<file path="config.mk">
export PLATFORM = sky130hd
export DESIGN_NAME = spi_tx_master
export DESIGN_NICKNAME = d
export VERILOG_FILES = /design/src/rtl/spi_pkg.sv /design/src/rtl/spi_tick_gen.sv /design/src/rtl/spi_tx_master.sv
export SDC_FILE = /design/constraint.sdc
export NUM_CORES = 1
export LEC_CHECK = 0
export BUFFER_PORTS_ARGS = -buffer_cell sky130_fd_sc_hd__buf_2
export CAP_MARGIN = 40
export CORE_MARGIN = 1.5
export CORE_UTILIZATION = 55
export CTS_CLUSTER_DIAMETER = 30
export DETAILED_ROUTE_END_ITERATION = 7
export PLACE_DENSITY = 0.76
export SYNTH_ARGS = -nofsm -noshare
export SYNTH_HDL_FRONTEND = slang
export SYNTH_SLANG_ARGS = --single-unit
export TNS_END_PERCENT = 100
</file>
<file path="constraint.sdc">
create_clock -name clk -period 2.15 [get_ports clk]
set_clock_uncertainty 0.15 [all_clocks]
set_input_delay 0 -clock clk [delete_from_list [all_inputs] [get_ports clk]]
set_output_delay 0 -clock clk [all_outputs]
set_load 0.01 [all_outputs]
</file>
<file path="src/rtl/spi_pkg.sv">
// Shared types and constants for the SPI transmit master.
// Modes are encoded as {CPOL, CPHA}.
package spi_pkg;

  typedef enum logic [1:0] {
    IDLE  = 2'd0,
    SHIFT = 2'd1,
    TRAIL = 2'd2,
    GAP   = 2'd3
  } spi_state_e;

  localparam logic [1:0] MODE0 = 2'b00;
  localparam logic [1:0] MODE1 = 2'b01;
  localparam logic [1:0] MODE2 = 2'b10;
  localparam logic [1:0] MODE3 = 2'b11;

  function automatic logic [1:0] spiMode(input int cpol, input int cpha);
    return {(cpol != 0), (cpha != 0)};
  endfunction

endpackage

</file>
<file path="src/rtl/spi_tick_gen.sv">
// Half-period timer: emits a one-cycle tick every DIV cycles while run is high,
// restarting from zero whenever run is low so the first tick lands DIV cycles after run rises.
module spi_tick_gen #(
  parameter int DIV = 26
) (
  input  logic clk,
  input  logic rst,
  input  logic run,
  output logic tick
);

  localparam int CntW = $clog2(DIV + 1);
  localparam logic [CntW-1:0] CntLast = CntW'(DIV - 1);

  logic [CntW-1:0] cnt_q, cnt_d;

  always_comb begin
    cnt_d = cnt_q;
    if (!run) begin
      cnt_d = '0;
    end else if (cnt_q == CntLast) begin
      cnt_d = '0;
    end else begin
      cnt_d = cnt_q + CntW'(1);
    end
  end

  always_ff @(posedge clk) begin
    if (rst) begin
      cnt_q <= '0;
    end else begin
      cnt_q <= cnt_d;
    end
  end

  assign tick = run && (cnt_q == CntLast);

endmodule

</file>
<file path="src/rtl/spi_tx_master.sv">
// Parametrised SPI transmit master: accepts a word on a valid/ready handshake and
// frames it on cs_n/sclk/mosi with configurable width, bit order, mode, rate and gap.
module spi_tx_master
  import spi_pkg::*;
#(
  parameter int DATA_W    = 8,
  parameter int DIV       = 26,
  parameter int CPOL      = 0,
  parameter int CPHA      = 0,
  parameter int LSB_FIRST = 0,
  parameter int CS_GAP    = 2
) (
  input  logic              clk,
  input  logic              rst,
  input  logic [DATA_W-1:0] tx_data,
  input  logic              tx_valid,
  output logic              tx_ready,
  output logic              sclk,
  output logic              mosi,
  output logic              cs_n,
  output logic              busy,
  output logic              done
);

  localparam logic [1:0] SpiMode = spiMode(CPOL, CPHA);
  localparam logic CpolBit = SpiMode[1];
  localparam logic CphaBit = SpiMode[0];
  localparam logic LsbBit  = (LSB_FIRST != 0);

  localparam int BitW = $clog2(DATA_W + 1);
  localparam int GapW = $clog2(CS_GAP + 1);
  localparam logic [BitW-1:0] BitLast = BitW'(DATA_W - 1);
  localparam logic [GapW-1:0] GapLast = GapW'(CS_GAP - 1);

  spi_state_e state_q, state_d;
  logic [DATA_W-1:0] shreg_q, shreg_d;
  logic [BitW-1:0] bit_q, bit_d;
  logic [GapW-1:0] gap_q, gap_d;
  logic phase_q, phase_d;
  logic sclk_q, sclk_d;
  logic mosi_q, mosi_d;
  logic csn_q, csn_d;
  logic busy_q, busy_d;
  logic done_q, done_d;

  logic tick;
  logic run;
  logic accept;
  logic [DATA_W-1:0] shifted;
  logic curBit;
  logic nextBit;
  logic firstIn;

  assign run      = (state_q == SHIFT) || (state_q == TRAIL);
  assign tx_ready = (state_q == IDLE) && !rst;
  assign accept   = tx_valid && tx_ready;

  spi_tick_gen #(
    .DIV(DIV)
  ) u_tick (
    .clk (clk),
    .rst (rst),
    .run (run),
    .tick(tick)
  );

  // Bit-order aware views of the shift register: the bit on the wire now,
  // the register after one shift, and the bit that shift exposes.
  always_comb begin
    shifted = LsbBit ? (shreg_q >> 1) : (shreg_q << 1);
    curBit  = LsbBit ? shreg_q[0] : shreg_q[DATA_W-1];
    nextBit = LsbBit ? shifted[0] : shifted[DATA_W-1];
    firstIn = LsbBit ? tx_data[0] : tx_data[DATA_W-1];
  end

  // phase_q low means the next sclk edge is leading; bit_q counts trailing edges.
  always_comb begin
    state_d = state_q;
    shreg_d = shreg_q;
    bit_d   = bit_q;
    gap_d   = gap_q;
    phase_d = phase_q;
    sclk_d  = sclk_q;
    mosi_d  = mosi_q;
    csn_d   = csn_q;
    busy_d  = busy_q;
    done_d  = 1'b0;

    case (state_q)
      IDLE: begin
        sclk_d = CpolBit;
        csn_d  = 1'b1;
        mosi_d = 1'b0;
        busy_d = 1'b0;
        if (accept) begin
          state_d = SHIFT;
          shreg_d = tx_data;
          bit_d   = '0;
          phase_d = 1'b0;
          csn_d   = 1'b0;
          busy_d  = 1'b1;
          mosi_d  = CphaBit ? 1'b0 : firstIn;
        end
      end

      SHIFT: begin
        if (tick) begin
          sclk_d  = ~sclk_q;
          phase_d = ~phase_q;
          if (!phase_q) begin
            if (CphaBit) begin
              mosi_d  = curBit;
              shreg_d = shifted;
            end
          end else begin
            bit_d = bit_q + BitW'(1);
            if (bit_q == BitLast) begin
              state_d = TRAIL;
            end else if (!CphaBit) begin
              mosi_d  = nextBit;
              shreg_d = shifted;
            end
          end
        end
      end

      TRAIL: begin
        sclk_d = CpolBit;
        if (tick) begin
          state_d = GAP;
          csn_d   = 1'b1;
          done_d  = 1'b1;
          mosi_d  = 1'b0;
          gap_d   = '0;
        end
      end

      GAP: begin
        mosi_d = 1'b0;
        csn_d  = 1'b1;
        if (gap_q == GapLast) begin
          state_d = IDLE;
          busy_d  = 1'b0;
        end else begin
          gap_d = gap_q + GapW'(1);
        end
      end

      default: begin
        state_d = IDLE;
      end
    endcase
  end

  always_ff @(posedge clk) begin
    if (rst) begin
      state_q <= IDLE;
      shreg_q <= '0;
      bit_q   <= '0;
      gap_q   <= '0;
      phase_q <= 1'b0;
      sclk_q  <= CpolBit;
      mosi_q  <= 1'b0;
      csn_q   <= 1'b1;
      busy_q  <= 1'b0;
      done_q  <= 1'b0;
    end else begin
      state_q <= state_d;
      shreg_q <= shreg_d;
      bit_q   <= bit_d;
      gap_q   <= gap_d;
      phase_q <= phase_d;
      sclk_q  <= sclk_d;
      mosi_q  <= mosi_d;
      csn_q   <= csn_d;
      busy_q  <= busy_d;
      done_q  <= done_d;
    end
  end

  assign sclk = sclk_q;
  assign mosi = mosi_q;
  assign cs_n = csn_q;
  assign busy = busy_q;
  assign done = done_q;

endmodule

</file>
==> reports/qor.txt, run 1 <==
Layout cells sized above 1: 17.1%
Synth Flop Type: dfxtp_1
Reg clk slew, reported paths: 140 ps
Avg WL per Cell: 13.6 µm
Cell Area, Placed: 1550 µm²
Die X: 54.2 µm
Final Setup Violations: 0
Synthesized area: 1440 µm²
Initial DRC count: 30
Slew HR: 72.1%
Worst Path Arrival: 2190 ps
Critical path class: reg -> reg
Most frequent cells in the layout: 26 x dfxtp_1, 17 x o21ai_0, 16 x buf_2
Ys Warns: 0
Final WL: 3040 µm
Async set-or-reset flop fraction in the synthesized netlist: 0%
Vias in the first global route: 1094
Area grow syn2layout: 17.6%
Worst EP required: 2280 ps
Via count: 1271
Max cap viols: 0
Sequential fraction of the synthesis area: 36.1%
Post-synth EDFFs: 0
Num CTS Buffers: 3
Die Y-Extent: 54.2 µm
H-tree lvl count: 1
Syn Inst Count: 165
GP Congestion: 0.775
Clk_lat worst skew: 320 ps
Status: finished clean
Pins Over Slew Limit: 0
Clock Sinks: 26
I/O pins: 17
Worst R2R Path Depth: 6
Max Root-Sink Buffers: 2
Antenna-violating nets left: 0
Worst Slack Setup Final: 91.0 ps
Most common cell after layout, fill and taps aside: dfxtp_1
Pin count of the biggest net entering global routing: 23
Final cycle utilization of the critical path: 95.8%
Fin Setup TNS: 0 ps
# diodes: 0
First-pass GRT wire length: 4530 µm
Fmax: 486 MHz
Non-filler cells, final: 223
Placed cells: 208
Min-Delay Path Class: reg -> reg
RSZ-0062 raised after global routing: false
Power, Total: 1.67 mW
Final net count: 215
Die area: 2940 µm²
DRC viols: 0
Syn_area_per_cell: 8.74 µm²
LEAKAGE: 0.671 nW
Syn_nets: 186
Power density cells: 985 nW/µm²
Initial Util: 58.2%
Maximum VDD drop: 0.578 mV
Vias per inst: 5.70
Worst slew pin tran: 419 ps
Fin area: 1700 µm²
Total gr overflow: 0
CP Launch Type: register
#FFs+latches synth: 26
Fin. Hold Viols: 0
Hpwl dp: 2090 µm
Number of library cell types mapped by synthesis: 40
Max FO, Critical Path: 7
Period minus WS final: 2060 ps
IO buf count: 16
Nature of the critical path endpoint: register
Root Driver: clkbuf_4
Initial antenna violation count: 0
Total GRT Usage: 21.5%
Setup WS pre-CTS: 124 ps
Core ar.: 2480 µm²
DRT Pass-1 Iters: 4
Row count: 18
Hold path depth: 2
CTS tree: done
==> cell families after synthesis <==
logic type | count (synthesis) | synth area share (%)
AND/OR/NAND/NOR | 54 | 20.6
AO/OA/AOI/OAI | 47 | 20.5
flip-flops | 26 | 36.1
buffers and inverters | 15 | 5.29
multiplexers | 10 | 7.03
adder cells (fa/ha/maj) | 10 | 8.68
XOR/XNOR | 3 | 1.82
==> metal layers <==
layer	global-route usage (%)	vias to the layer above	share of wire, %
met1	25.8	585	46
met2	37.3	31	49
met3	2.50	6	2.5
li1	-	649	-
met5	0	-	0
met4	10.8	0	2.1
==> state kept, by name (all words and copies together), names as in the netlist <==
register,flops
phase_q,1
sclk,1
gap_q,2
busy,1
u_tick.cnt_q,5
state_q,2
cs_n,1
shreg_q,7
done,1
mosi,1
bit_q,4
==> worst paths after layout <==
| path | start | end | slack (ps) |
|---|---|---|---|
| worst max-delay path | state_q[1] | busy | 90 |
| worst min-delay path | shreg_q[1] | shreg_q[1] | 330 |
| worst min register to register | shreg_q[1] | shreg_q[1] | 330 |
| worst max register to register | state_q[1] | busy | 90 |
==> metrics by stage <==
stage / utilization (%) / hold slack, ps
floorplan: - / 13.2
global placement: 62.4 / 124
detailed placement: 62.4 / 134
CTS: 68.3 / 335
global route: 68.4 / 350
finish: 68.4 / 332
==> layout make-up <==
class / count / area (µm²)
multi-input cells: 124 / 847
well taps: 30 / 37.5
inverters: 7 / 26.3
repair buffers: 32 / 228
flip-flops and latches: 26 / 520
fillers: 202 / 782
clock buffers: 4 / 36.3
==> where the power goes <==
group,switching (mW),internal [mW]
sequential,0.0472,0.550
combinational,0.471,0.358
clock,0.140,0.104
total,0.659,1.01
==> critical path: stages (launching register included) <==
cell	delay [ps]
dfxtp_1	370
inv_1	130
ha_1	350
and2_1	230
nand2b_1	80
a21oi_1	150
dlygate4sd3_1	560
==> cell usage after synthesis (all sizes together), types with 2 or more instances <==
| master | count | area, µm² |
|---|---|---|
| dfxtp | 26 | 521 |
| o21ai | 18 | 90.1 |
| a21oi | 15 | 75.1 |
| ha | 10 | 125 |
| nor2 | 10 | 37.5 |
| mux2i | 9 | 90.1 |
| nand2 | 8 | 30.0 |
| inv | 7 | 26.3 |
| or3 | 6 | 37.5 |
| a31oi | 5 | 46.3 |
| and2 | 5 | 31.3 |
| buf | 5 | 37.5 |
| nand3 | 5 | 25.0 |
| clkbuf | 3 | 12.5 |
| nand3b | 3 | 22.5 |
| nand4 | 3 | 18.8 |
| nor2b | 3 | 18.8 |
| and3 | 2 | 12.5 |
| nand2b | 2 | 12.5 |
| o21bai | 2 | 15.0 |
| or2 | 2 | 12.5 |
| xor2 | 2 | 17.5 |
==> what timing repair did <==
item	CTS	global route
endpoints found under the setup margin	0	7
gates resized for setup	0	2
endpoints found under the hold margin	17	0
setup buffers	0	0
hold buffers	11	0
Note: power is estimated with default switching activity, not from simulation.
==> run 2: changes to the inputs <==
CTS_BUF_LIST = sky130_fd_sc_hd__clkbuf_4   (was default)
==> run 2 against run 1 <==
Wire length down 0.69%. Combinational power about the same. Cell count unchanged. Design area down 0.59%. Utilization down 0.40 points. First-iteration DRC count up 10%. Sequential share of layout area up 0.18 points. Largest cell class unchanged. Highest routed layer unchanged.
==> reports/qor.txt, run 2 (synthesis gave the netlist of run 1 again) <==
Slowest stage cell on the critical path: dlygate4sd3_1
Sequential power share: 36.5%
Fin. Hold Viols: 0
Max Root-Sink Buffers: 2
Antenna-violating nets left: 0
Status: finished clean
GP Congestion: 0.775
Crit-path max cell delay: 560 ps
Worst EP required: 2280 ps
IO buf count: 16
Worst slew pin tran: 417 ps
Most common cell after layout, fill and taps aside: dfxtp_1
Storage cell area: 520 µm²
Period minus WS final: 2060 ps
Layout cells sized above 1: 16.6%
Vias per inst: 5.64
Total GRT Usage: 21.4%
Nature of the critical path endpoint: register
Critical path class: reg -> reg
Most frequent cells in the layout: 26 x dfxtp_1, 17 x o21ai_0, 16 x buf_2
First-pass GRT wire length: 4510 µm
Clk_lat worst skew: 320 ps
Maximum VDD drop: 0.578 mV
Filler cells: 205
Multi-input logic area: 847 µm²
Root Driver: clkbuf_4
Met3 Use GR: 2.50%
Fmax: 486 MHz
Initial antenna violation count: 0
Reg clk slew, reported paths: 140 ps
I/O pins: 17
Pin count of the biggest net entering global routing: 23
DRC viols: 0
Final Setup Violations: 0
Power density cells: 971 nW/µm²
Most flop-heavy register: shreg_q
Comb pwr share: 50.7%
Die Y-Extent: 54.2 µm
Die area: 2940 µm²
Die X: 54.2 µm
DRT Pass-1 Iters: 4
H-tree lvl count: 1
Final cycle utilization of the critical path: 95.7%
Num CTS Buffers: 3
Core ar.: 2480 µm²
Fin Setup TNS: 0 ps
Initial DRC count: 33
Met2 usage: 37.6%
Vias in the first global route: 1077
Via count: 1257
Slew HR: 72.2%
Clock share of power: 12.8%
Clock Sinks: 26
Total gr overflow: 0
Max FO, Critical Path: 7
Sw Share: 40.3%
Setup Buffers After CTS: 0
Cell internal pwr: 977 µW
Regs by FF count: shreg_q: 7 flops, u_tick.cnt_q: 5 flops, bit_q: 4 flops
# diodes: 0
Avg WL per Cell: 13.5 µm
LEAKAGE: 0.665 nW
Power, Total: 1.64 mW
Cells along the critical path: inv_1, ha_1, and2_1, nand2b_1, a21oi_1, dlygate4sd3_1
Net Sw Power: 659 µW
Final WL: 3020 µm
RSZ-0062 raised after global routing: false
Min-Delay Path Class: reg -> reg
CP Launch Type: register
Layer with the highest usage: met2
Final net count: 215
Max cap viols: 0
CTS tree: done
Row count: 18
Hpwl dp: 2090 µm
GRT met1 Usage: 25.6%
Area grow syn2layout: 16.9%
Initial Util: 58.2%
Largest register FFs: 7
Pins Over Slew Limit: 0
Worst Path Arrival: 2190 ps
==> run 2: cell count changes in the layout (fill, tap and decap cells not counted) <==
cell      before  now
clkinv_1       0    1
clkbuf_8       1    0
==> run 2: per-stage QoR <==
stage / hold WS, ps / setup slack (ps) / area, µm² / utilization [%] / std cells
final: 332 / 92.4 / 1690 / 68.0 / 223
after floorplan: 13.2 / 169 / 1440 / - / 165
after CTS: 329 / 90.3 / 1680 / 67.9 / 223
after global placement: 124 / 223 / 1550 / 62.4 / 208
after detailed placement: 134 / 124 / 1550 / 62.4 / 208
after global routing: 350 / 8.89 / 1690 / 68.0 / 223
==> run 2: worst max-delay path: cells and delay by family (launching register included) <==
kind	cells	cell delay [ps]
adder cells (fa/ha/maj)	1	340
AO/OA/AOI/OAI	1	150
AND/OR/NAND/NOR	2	310
buffers and inverters	2	690
flip-flops	1	370
==> run 2: final timing paths <==
kind	from	endpoint	slack, ps	depth (start not counted)
worst min register to register	shreg_q[1]	shreg_q[1]	330	2
worst max register to register	state_q[1]	busy	90	6
worst min-delay path	shreg_q[1]	shreg_q[1]	330	2
worst max-delay path	state_q[1]	busy	90	6
==> run 2: power by group through the flow <==
stage	Sequential (mW)	Combinational, mW	Clock, mW
floorplan	0.606	0.603	0
global placement	0.605	0.773	0
detailed placement	0.610	0.791	0
CTS	0.599	0.815	0.216
global route	0.607	0.905	0.233
finish	0.598	0.829	0.210
==> run 2: layer usage <==
metal / vias up / wire length (µm)
met5: - / 0
met4: 0 / 61
met3: 4 / 71
met2: 29 / 1480
met1: 578 / 1410
li1: 646 / -
==> run 2: layout make-up <==
cell class,count,share of cell area [%]
Sequential cell,26,30.9
Clock inverter,1,0.223
Tap cell,30,2.23
Multi-Input combinational cell,124,50.3
Clock buffer,3,1.34
Inverter,7,1.56
Timing Repair Buffer,32,13.5
==> run 2: timing repair <==
item / 4_1_cts / 5_1_grt
hold buffers: 11 / 0
endpoints found under the hold margin: 18 / 0
gates resized for setup: 0 / 2
endpoints found under the setup margin: 0 / 7
